File: config.mk
export PLATFORM = sky130hd
export DESIGN_NAME = fpc_rr_tag_sched
export DESIGN_NICKNAME = d
export VERILOG_FILES = /design/src/rtl/fpc_pkg.sv /design/src/rtl/fpc_rr_arb4.sv /design/src/rtl/fpc_rr_tag_sched.sv
export SDC_FILE = /design/constraint.sdc
export NUM_CORES = 1
export LEC_CHECK = 0
export BUFFER_PORTS_ARGS = -buffer_cell sky130_fd_sc_hd__buf_2
export CAP_MARGIN = 15
export CORE_ASPECT_RATIO = 1.4
export CORE_MARGIN = 4
export CORE_UTILIZATION = 45
export DETAILED_ROUTE_END_ITERATION = 8
export SKIP_LAST_GASP = 1
export SLEW_MARGIN = 20
export SYNTH_ARGS = -nofsm -noshare
export SYNTH_HDL_FRONTEND = slang
export SYNTH_SLANG_ARGS = --single-unit
File: constraint.sdc
create_clock -name clock -period 5 [get_ports clock]
set_input_delay 1 -clock clock [delete_from_list [all_inputs] [get_ports clock]]
set_output_delay 1 -clock clock [all_outputs]
set_load 0.02 [all_outputs]
File: src/rtl/fpc_pkg.sv
// rtl/fpc_pkg.sv - shared tag field layout for the read-request path
// Full tag is {2'b0, chan[1:0], 1'b0, tag_low[2:0]}.
package fpc_pkg;
   localparam int CHAN_W       = 2;
   localparam int TAG_W        = 8;
   localparam int TAG_CHAN_LSB = 4;
   localparam int TAG_CHAN_W   = 2;
   localparam int TAG_ZERO_BIT = 3;
   localparam int TAG_HI_LSB   = 6;
endpackage

File: src/rtl/fpc_rr_arb4.sv
// rtl/fpc_rr_arb4.sv - 4-way round-robin arbiter with rotating pointer
// Pure combinational; the caller owns the pointer register.
module fpc_rr_arb4
   import fpc_pkg::*;
(
   input  logic [3:0]        request,
   input  logic              enable_grant,
   input  logic [CHAN_W-1:0] ptr,
   output logic [3:0]        grant,
   output logic [CHAN_W-1:0] ptr_next
);

   logic              found;
   logic [CHAN_W-1:0] idx;
   logic [CHAN_W-1:0] win;

   always_comb begin
      grant    = '0;
      ptr_next = ptr;
      found    = 1'b0;
      idx      = '0;
      win      = '0;
      // Search starts at the pointer so the last winner gets lowest priority.
      for (int k = 0; k < 4; k++) begin
         idx = ptr + CHAN_W'(k);
         if (!found && request[idx]) begin
            found = 1'b1;
            win   = idx;
         end
      end
      if (enable_grant && found) begin
         grant[win] = 1'b1;
         ptr_next   = win + CHAN_W'(1);
      end
   end

endmodule

File: src/rtl/fpc_rr_tag_sched.sv
// rtl/fpc_rr_tag_sched.sv - per-channel tag pools and shared credit budget
// Offers one tag per channel to the read-request mux; recycles on completion.
module fpc_rr_tag_sched
   import fpc_pkg::*;
#(
   parameter int               NCHAN         = 4,
   parameter int               NBITS_TAG_LOW = 3,
   parameter logic [NCHAN-1:0] ENABLE        = 4'b0001,
   parameter int               CREDITS       = 16
) (
   input  logic                           clock,
   input  logic                           reset_n,
   output logic [NCHAN-1:0]               rr_valid,
   input  logic [NCHAN-1:0]               rr_ready,
   output logic [NCHAN*NBITS_TAG_LOW-1:0] rr_tag_low,
   input  logic                           cpl_done,
   input  logic [TAG_W-1:0]               cpl_tag,
   output logic [5:0]                     credits_free,
   output logic                           idle,
   output logic                           err
);

   localparam int NTAG = 1 << NBITS_TAG_LOW;

   logic [5:0]               credits_q, credits_d;
   logic                     err_q, err_d;
   logic [CHAN_W-1:0]        ptr_q, ptr_d, ptr_next;
   logic [NCHAN-1:0]         request, grant, accept, outstanding, pool_idle;
   logic                     grant_any;
   logic [CHAN_W-1:0]        cpl_chan;
   logic [NBITS_TAG_LOW-1:0] cpl_low;
   logic                     cpl_fmt_ok, cpl_ret;

   assign cpl_chan   = cpl_tag[TAG_CHAN_LSB +: TAG_CHAN_W];
   assign cpl_low    = cpl_tag[NBITS_TAG_LOW-1:0];
   assign cpl_fmt_ok = (cpl_tag[TAG_W-1:TAG_HI_LSB] == '0) && !cpl_tag[TAG_ZERO_BIT];
   // A tag offered and accepted this cycle still reads free, so its completion is rejected.
   assign cpl_ret    = cpl_done && cpl_fmt_ok && ENABLE[cpl_chan] && outstanding[cpl_chan];

   fpc_rr_arb4 u_arb (
      .request      (request),
      .enable_grant (credits_q != '0),
      .ptr          (ptr_q),
      .grant        (grant),
      .ptr_next     (ptr_next)
   );

   assign grant_any = |grant;

   for (genvar i = 0; i < NCHAN; i++) begin : g_chan
      logic [NTAG-1:0]          free_q, free_d;
      logic                     resv_q, resv_d;
      logic                     valid_q, valid_d;
      logic [NBITS_TAG_LOW-1:0] tag_q, tag_d;
      logic [NTAG-1:0]          acc_mask, ret_mask;

      assign request[i]     = ENABLE[i] && !resv_q && (free_q != '0);
      assign accept[i]      = valid_q && rr_ready[i];
      assign outstanding[i] = !free_q[cpl_low];
      assign pool_idle[i]   = (free_q == '1) && !resv_q;
      assign rr_valid[i]    = valid_q;
      assign rr_tag_low[i*NBITS_TAG_LOW +: NBITS_TAG_LOW] = tag_q;

      always_comb begin
         tag_d    = '0;
         acc_mask = '0;
         ret_mask = '0;
         for (int t = NTAG - 1; t >= 0; t--) begin
            if (free_q[t]) tag_d = NBITS_TAG_LOW'(t);
         end
         if (accept[i]) acc_mask[tag_q] = 1'b1;
         if (cpl_ret && (cpl_chan == CHAN_W'(i))) ret_mask[cpl_low] = 1'b1;
         free_d  = (free_q & ~acc_mask) | ret_mask;
         resv_d  = (resv_q || grant[i]) && !accept[i];
         valid_d = resv_q && (free_q != '0) && !accept[i];
      end

      always_ff @(posedge clock or negedge reset_n) begin
         if (!reset_n) begin
            free_q  <= '1;
            resv_q  <= 1'b0;
            valid_q <= 1'b0;
            tag_q   <= '0;
         end else begin
            free_q  <= free_d;
            resv_q  <= resv_d;
            valid_q <= valid_d;
            tag_q   <= tag_d;
         end
      end
   end

   always_comb begin
      ptr_d     = ptr_next;
      credits_d = credits_q - {5'b0, grant_any} + {5'b0, cpl_ret};
      err_d     = err_q || (cpl_done && !cpl_ret);
   end

   always_ff @(posedge clock or negedge reset_n) begin
      if (!reset_n) begin
         credits_q <= 6'(CREDITS);
         err_q     <= 1'b0;
         ptr_q     <= '0;
      end else begin
         credits_q <= credits_d;
         err_q     <= err_d;
         ptr_q     <= ptr_d;
      end
   end

   assign credits_free = credits_q;
   assign err          = err_q;
   assign idle         = &(pool_idle | ~ENABLE);

endmodule
Word level (Yosys, flattened, before mapping). Cells that the tools add are included. Widths: inputs -> output; s select.

Register bits after elaboration: 61. Output and inout port bits: 24. Word-level logic and storage cells: 203.

Equal/unequal tests: 4. Muxes and demuxes: 81. $lt $le $gt $ge: 17. Bitwise gates (word level): 12. Add/subtract/negate cells: 6. Reduce and logical (&&, ||, !) cells: 64.

Operators by type and width (count): $mux 3 (32); $mux 8 (8); $logic_and 1x1->1 (37); $and 8x8->8 (4); $not 8->8 (4); $or 8x8->8 (4); $reduce_bool 8->1 (4); $lt 3x4->1 const B (5); $mux 1 (20); $lt 2x3->1 const B (6); $demux 1 s3 (5); $ge 3x1->1 const B (5); $logic_not 1->1 (14); $bmux 1 s2 (6); $bmux 1 s3 (4); $eq 8x8->1 const B (1); $mux 2 (4); $add 6x1->6 (1); $reduce_bool 6->1 (1); $sub 6x1->6 (1); $logic_or 1x1->1 (5); $add 2x1->2 const B (2); $add 2x2->2 const B (2); $eq 2x2->1 const B (2); other kinds (6) (7).

Logic depth before layout (Yosys ltp). Gate-level depths: netlist (run 1).

Depth after elaboration: 22. Mapped depth: 13.

Cells and area by module. From an unflattened synthesis (run 1), not the netlist that was laid out.

Cells, all modules: 284. Area total of the unflattened synthesis: 3011.6 um2.

Modules (own cells, without submodules): fpc_rr_tag_sched (sequential area each 1567.8 um2, cells an instance 261, area an instance 2824.0 um2, times used 1); fpc_rr_arb4 (sequential area each 0.0 um2, cells an instance 23, area an instance 187.7 um2, times used 1).

Worst setup path before layout (run 1). Ideal clock, no wire load.

Path type: input to register. Start: in cpl_tag[2]. End: reg credits_q[5] (netlist: credits_free[5]). Cell stages on the path: 11. Path slack: 1775 ps. Arrival: 3145 ps. Path through: buf_4 > nand2b_1 > mux4_2 > o2111ai_2 > ha_1 > inv_1 > ha_1 > a21o_1 > a311o_1 > a21oi_1 > xor2_1.

Longest elaborated chain between the ends: 7. Elaborated cells between the ends (all ways): 16.

RTL lines: start: declaration (RTL line fpc_rr_tag_sched.sv:17) `input logic [TAG_W-1:0] cpl_tag,`; $bmux 1 s3 (RTL line fpc_rr_tag_sched.sv:59) `assign outstanding[i] = !free_q[cpl_low];`; $mux 1 (not written as such) (RTL line fpc_rr_tag_sched.sv:59); $logic_not 1->1 (RTL line fpc_rr_tag_sched.sv:59); $bmux 1 s2 (*) (RTL line fpc_rr_tag_sched.sv:38) `assign cpl_ret = cpl_done && cpl_fmt_ok && ENABLE[cpl_chan] && outstanding[cpl_chan];`; $mux 1 (not written as such) (*) (RTL line fpc_rr_tag_sched.sv:38); $logic_and 1x1->1 (*) (RTL line fpc_rr_tag_sched.sv:38); $add 6x1->6 (*) (RTL line fpc_rr_tag_sched.sv:95) `credits_d = credits_q - {5'b0, grant_any} + {5'b0, cpl_ret};`; via credits_d[5] (RTL line fpc_rr_tag_sched.sv:25) `logic [5:0] credits_q, credits_d;`; end signal: assignment (RTL line fpc_rr_tag_sched.sv:101) `credits_q <= 6'(CREDITS);`; end signal: assignment (RTL line fpc_rr_tag_sched.sv:105) `credits_q <= credits_d;`; end: declaration (RTL line fpc_rr_tag_sched.sv:25).

Mark *: on every way through the listed nets, which the timed path passes. The rest lies on a longest branch. The select of a mux whose other input is x is not followed. A chain may end at the register's enable or synchronous reset.

Worst setup path after layout (run 1). Same ends and word-level chain as after synthesis.

==> results.sh, run 1 <==
export IMPL_outcome="completed"
export IMPL_postSynthAreaPerCell_um2=10.8
export IMPL_worst_slew_pin_slew_ns=0.731
export IMPL_worstHoldPathType="register to register"
export IMPL_netlist_area_um2=2860
export IMPL_synthTopCellsByArea="dfstp_2 30%, dfrtp_1 23%, ha_1 5.2%"
export IMPL_required_ns=5.24
export IMPL_via_count=2135
export IMPL_cts_repair_resized=0
export IMPL_post_cts_setup_buffer_count=0
export IMPL_crit_type="input pin to register"
export IMPL_slew_headroom_pct=51.3
export IMPL_hold_viol=0
export IMPL_routed_wl_um=5870
export IMPL_period_share_pct=62.0
export IMPL_core_um2=6210
export IMPL_antenna_found_initial=0
export IMPL_synth_edf_count=0
export IMPL_setup_viol=0
export IMPL_leakage_nw=1.44
export IMPL_dp_hpwl_um=4240
export IMPL_ant_nets=0
export IMPL_p_seq_share_pct=43.1
export IMPL_cts_sinks=59
export IMPL_cp_data_arrival_time_ns=3.34
export IMPL_ir_worst_vdd_mv=0.315
export IMPL_port_buffers=38
export IMPL_dieArea_um2=7720
export IMPL_clockRootBuffer="clkbuf_8"
export IMPL_p_comb_share_pct=36.1
export IMPL_fp_dieH_um=102
export IMPL_dr_pass1_iters=4
export IMPL_max_freq_mhz=323
export IMPL_worstSetupStartpointType="input pin"
export IMPL_grt_usage_pct=17.0
export IMPL_fin_util_pct=53.3
export IMPL_clk_latency_ns=0.32
export IMPL_synth_top_cell_by_area="dfstp_2"
export IMPL_syn_inst=265
export IMPL_initial_core_util_pct=46.1
export IMPL_cts_htree_levels=3
export IMPL_numCtsBuffers=9
export IMPL_async_flop_share_pct=100
export IMPL_area_growth_pct=15.5
export IMPL_path_clk_slew_ns=0.07
export IMPL_synth_ff_type="dfstp_2"
export IMPL_max_clock_path_buffers=2
export IMPL_yosysTopAreaCellShare_pct=30.3
export IMPL_cap_violations=0
export IMPL_fin_crit_ns=3.10
export IMPL_drt_iter0_markers=90
export IMPL_gr_total_overflow=0
export IMPL_num_rows=34
export IMPL_yosys_register_bits=59
export IMPL_layout_nets=343
export IMPL_yosysWarningCount=0
export IMPL_grt_pass1_wl_um=10000
export IMPL_wl_per_cell_um=15.0
export IMPL_path_max_fanout=8
export IMPL_cts_tree="yes"
export IMPL_drc=0
export IMPL_crit_path_end_kind="register"
export IMPL_first_global_vias=2144
export IMPL_seq_area_frac_synth_pct=53.0
export IMPL_place_gp_congestion=0.818
export IMPL_p_int_mw=1.12
export IMPL_grt_max_degree=60
export IMPL_hold_buffers=0
export IMPL_hold_ws_ns=0.450
export IMPL_die_x_um=75.4
export IMPL_switching_power_mw=0.722
export IMPL_skew_ns=0.00788
export IMPL_slew_violations=0
export IMPL_synthDistinctLibCells=46
export IMPL_vias_per_cell=5.45
export IMPL_drive_above_1_share_pct=29.1
export IMPL_p_per_area_nw_per_um2=556
export IMPL_tns_ns=0
export IMPL_rsz0062_at_grt="false"
export IMPL_ios=39
export IMPL_switching_share_pct=39.2
export IMPL_antenna_cells=0
export IMPL_p_clk_share_pct=20.8
==> synth_stat cells, types with 2 or more instances <==
| cell | instances |
|---|---|
| nand2_1 | 16 |
| o21bai_1 | 5 |
| a21o_1 | 2 |
| inv_1 | 21 |
| o21a_1 | 11 |
| nand4_1 | 2 |
| ha_1 | 12 |
| xnor2_1 | 2 |
| xor2_1 | 2 |
| a21oi_1 | 22 |
| nand3b_1 | 2 |
| dfstp_2 | 33 |
| nand2b_1 | 11 |
| o41ai_1 | 4 |
| nand3_1 | 6 |
| dfrtp_1 | 26 |
| o21ai_0 | 2 |
| a41oi_1 | 2 |
| nor3_1 | 15 |
| buf_4 | 5 |
| mux2i_1 | 2 |
| a31oi_1 | 5 |
| o31a_1 | 8 |
| conb_1 | 2 |
| nor2_1 | 18 |
| nor2b_1 | 4 |
| nor4_1 | 6 |
==> stage by stage <==
| step | worst slack, ns | cells | area (µm²) | power, mW |
|---|---|---|---|---|
| after global routing | 1.81 | 392 | 3310 | 1.99 |
| after floorplan | 1.78 | 271 | 2890 | 1.27 |
| final | 1.90 | 392 | 3310 | 1.84 |
| after global placement | 1.66 | 376 | 3130 | 1.46 |
| after CTS | 1.90 | 392 | 3310 | 1.87 |
| after detailed placement | 1.55 | 376 | 3130 | 1.47 |
==> flip-flops by register name (all words and copies together), names as in the netlist <==
| name | flops |
|---|---|
| g_chan.free_q | 32 |
| g_chan.tag_q | 12 |
| credits_free | 6 |
| g_chan.resv_q | 4 |
| g_chan.valid_q | 4 |
| err | 1 |
==> placed cells by master, fill, tap and decap left out, types with 12 or more instances in the layout <==
cell,synthesis,layout
ha_1,12,12
a21oi_1,22,22
dfrtp_1,26,26
nor2_1,18,18
buf_2,0,38
nand2_1,16,16
nor3_1,15,15
inv_1,21,21
dfstp_2,33,33
==> final timing paths <==
kind                                            from                           to  slack [ns]  cells after the start
setup / recovery                          cpl_tag[2]    credits_free[5]$_DFF_PN0_        1.90                     11
max in group asynchronous                    reset_n  g_chan[3].valid_q$_DFF_PN0_        3.69                      2
min in group asynchronous                    reset_n  g_chan[2].valid_q$_DFF_PN0_        0.81                      2
setup reg to reg           credits_free[4]$_DFF_PN1_    credits_free[5]$_DFF_PN0_        2.09                     11
hold / removal                         err$_DFF_PN0_                err$_DFF_PN0_        0.45                      1
hold reg to reg                        err$_DFF_PN0_                err$_DFF_PN0_        0.45                      1
==> critical path, cell delays in order <==
cell	delay (ns)
buf_2	0.15
nand2b_1	0.15
mux4_2	0.48
o2111ai_2	0.09
ha_1	0.24
inv_1	0.06
ha_1	0.27
a21o_1	0.20
a311o_1	0.35
a21oi_1	0.19
xor2_1	0.16
==> cell type report <==
type | instances | area, µm²
Clock inverter | 2 | 12.5
Inverter | 22 | 82.6
Timing Repair Buffer | 39 | 198
Fill cell | 565 | 2900
Clock buffer | 14 | 163
Sequential cell | 59 | 1520
Tap cell | 72 | 90.1
Multi-Input combinational cell | 184 | 1240
==> power groups by stage <==
stage                     Clock, mW  Combinational [mW]  Sequential (mW)
after floorplan                   0               0.435            0.831
after global placement            0               0.661            0.799
after detailed placement          0               0.675            0.798
after CTS                     0.398               0.677            0.794
after global routing          0.420               0.754            0.815
final                         0.383               0.665            0.793
==> cells by family after synthesis <==
group,share of synthesized area (%)
buffers and inverters,4.33
other,0.262
XOR/XNOR,1.22
multiplexers,1.49
adder cells (fa/ha/maj),5.94
flip-flops,53.0
AO/OA/AOI/OAI,16.5
AND/OR/NAND/NOR,17.3
==> metal layers <==
layer,vias up,global-route usage (%),share of wire (%)
met5,-,0,0
met4,0,6.19,1.1
met3,4,5.02,5.1
met2,55,28.5,52
met1,1043,20.5,42
li1,1033,-,-
No activity file was read; power rests on OpenSTA's default activity.
==> inputs of run 2 (changes only) <==
clock period = 3.1 ns   (was 5 ns; I/O delays follow)
==> results.sh, run 2 (synthesis gave the netlist of run 1 again) <==
export IMPL_final_common_cell="buf_2"
export IMPL_grt_usage_pct=16.8
export IMPL_dr_pass1_iters=6
export IMPL_multiInputGateArea_um2=1240
export IMPL_port_buffers=38
export IMPL_wl_per_cell_um=14.4
export IMPL_crit_top_cell="ha_1"
export IMPL_crit_type="register to register"
export IMPL_clk_latency_ns=0.32
export IMPL_timing_final_ws_setup_ns=0.322
export IMPL_tns_ns=0
export IMPL_required_ns=3.35
export IMPL_hold_viol=0
export IMPL_cap_violations=0
export IMPL_core_um2=6210
export IMPL_die_x_um=75.4
export IMPL_drt_iter0_markers=78
export IMPL_max_clock_path_buffers=2
export IMPL_fillers=550
export IMPL_path_cells="mux2i_1 > mux4_2 > o2111ai_2 > ha_1 > inv_1 > ha_1 > a21o_1 > a311o_1 > a21oi_1 > xor2_1"
export IMPL_regMostFlops="g_chan.free_q"
export IMPL_dp_hpwl_um=4180
export IMPL_mostFrequentLayoutCells="38 x buf_2, 33 x dfstp_2, 26 x dfrtp_1"
export IMPL_numCtsBuffers=9
export IMPL_area_growth_pct=17.2
export IMPL_post_cts_setup_buffer_count=0
export IMPL_cts_repair_resized=0
export IMPL_first_global_vias=2189
export IMPL_skew_ns=0.0101
export IMPL_fin_crit_ns=2.78
export IMPL_crit_path_end_kind="register"
export IMPL_layout_nets=347
export IMPL_antenna_found_initial=0
export IMPL_fp_dieH_um=102
export IMPL_cp_data_arrival_time_ns=3.03
export IMPL_via_count=2110
export IMPL_cp_slowest_cell="dfstp_2"
export IMPL_slew_violations=0
export IMPL_dieArea_um2=7720
export IMPL_regArea_um2=1520
export IMPL_hold_ws_ns=0.446
export IMPL_drc=0
export IMPL_initial_core_util_pct=46.1
export IMPL_place_gp_congestion=0.859
export IMPL_path_max_fanout=7
export IMPL_ios=39
export IMPL_grt_pass1_wl_um=9930
export IMPL_cts_tree="yes"
export IMPL_slew_headroom_pct=52.2
export IMPL_rsz0062_at_grt="false"
export IMPL_max_freq_mhz=360
export IMPL_clockRootBuffer="clkbuf_8"
export IMPL_drive_above_1_share_pct=30.2
export IMPL_period_share_pct=89.6
export IMPL_setup_viol=0
export IMPL_gr_total_overflow=0
export IMPL_hold_buffers=0
export IMPL_ant_nets=0
export IMPL_path_clk_slew_ns=0.07
export IMPL_worst_slew_pin_slew_ns=0.717
export IMPL_routed_wl_um=5690
export IMPL_antenna_cells=0
export IMPL_critical_path_max_stage_delay_ns=0.61
export IMPL_worstHoldPathType="input pin to asynchronous set/reset pin"
export IMPL_grt_max_degree=60
export IMPL_worst_r2r_path_depth=10
export IMPL_rrSetupSlack_ns=0.32
export IMPL_num_rows=34
export IMPL_cts_htree_levels=3
export IMPL_p_per_area_nw_per_um2=898
export IMPL_largest_register_ffs=32
export IMPL_ir_worst_vdd_mv=0.598
export IMPL_vias_per_cell=5.33
export IMPL_preCtsSetupSlack_ns=0.0758
export IMPL_cts_sinks=59
export IMPL_leakage_nw=1.47
export IMPL_outcome="completed"
export IMPL_worstSetupStartpointType="register"
==> run 2: power by group <==
group	switching, mW	internal (mW)
Combinational	0.624	0.461
Clock	0.281	0.379
Sequential	0.245	1.03
Total	1.15	1.86
==> run 2: critical path: cells and delay by family, from the launching register on <==
kind | cells | cell delay, ns
buffers and inverters | 1 | 0.06
adder cells (fa/ha/maj) | 2 | 0.49
flip-flops | 1 | 0.61
XOR/XNOR | 1 | 0.16
multiplexers | 2 | 0.58
AO/OA/AOI/OAI | 4 | 0.82
==> run 2: worst paths after layout <==
path	startpoint	to
setup / recovery	g_chan[0].free_q[7]$_DFF_PN1_	credits_free[5]$_DFF_PN0_
max in group asynchronous	reset_n	g_chan[1].resv_q$_DFF_PN0_
min in group clock	err$_DFF_PN0_	err$_DFF_PN0_
hold reg to reg	err$_DFF_PN0_	err$_DFF_PN0_
hold / removal	reset_n	g_chan[2].tag_q[0]$_DFF_PN0_
setup reg to reg	g_chan[0].free_q[7]$_DFF_PN1_	credits_free[5]$_DFF_PN0_
==> run 2: cell type report <==
class	count	share of cell area [%]
clock buffers	15	5.55
clock inverters	1	0.224
inverters	22	2.46
multi-input cells	184	37.1
flip-flops and latches	59	45.2
well taps	72	2.68
repair buffers	43	6.78
==> run 2: through the flow <==
step | cell area [µm²] | power [mW] | utilization [%] | std cells
2_1_floorplan | 2890 | 2.04 | - | 271
3_3_place_gp | 3160 | 2.37 | 50.9 | 380
3_5_place_dp | 3160 | 2.39 | 50.9 | 380
4_1_cts | 3360 | 3.06 | 54.0 | 396
5_1_grt | 3360 | 3.29 | 54.0 | 396
6_report | 3360 | 3.01 | 54.0 | 396
==> run 2: layer usage <==
metal  vias to the layer above  global-route usage [%]  wire, µm
met2                        41                    25.7      2840
li1                       1040                       -         -
met4                         0                    7.13        73
met3                         8                    5.02       273
met5                         -                       0         0
met1                      1021                    21.9      2500
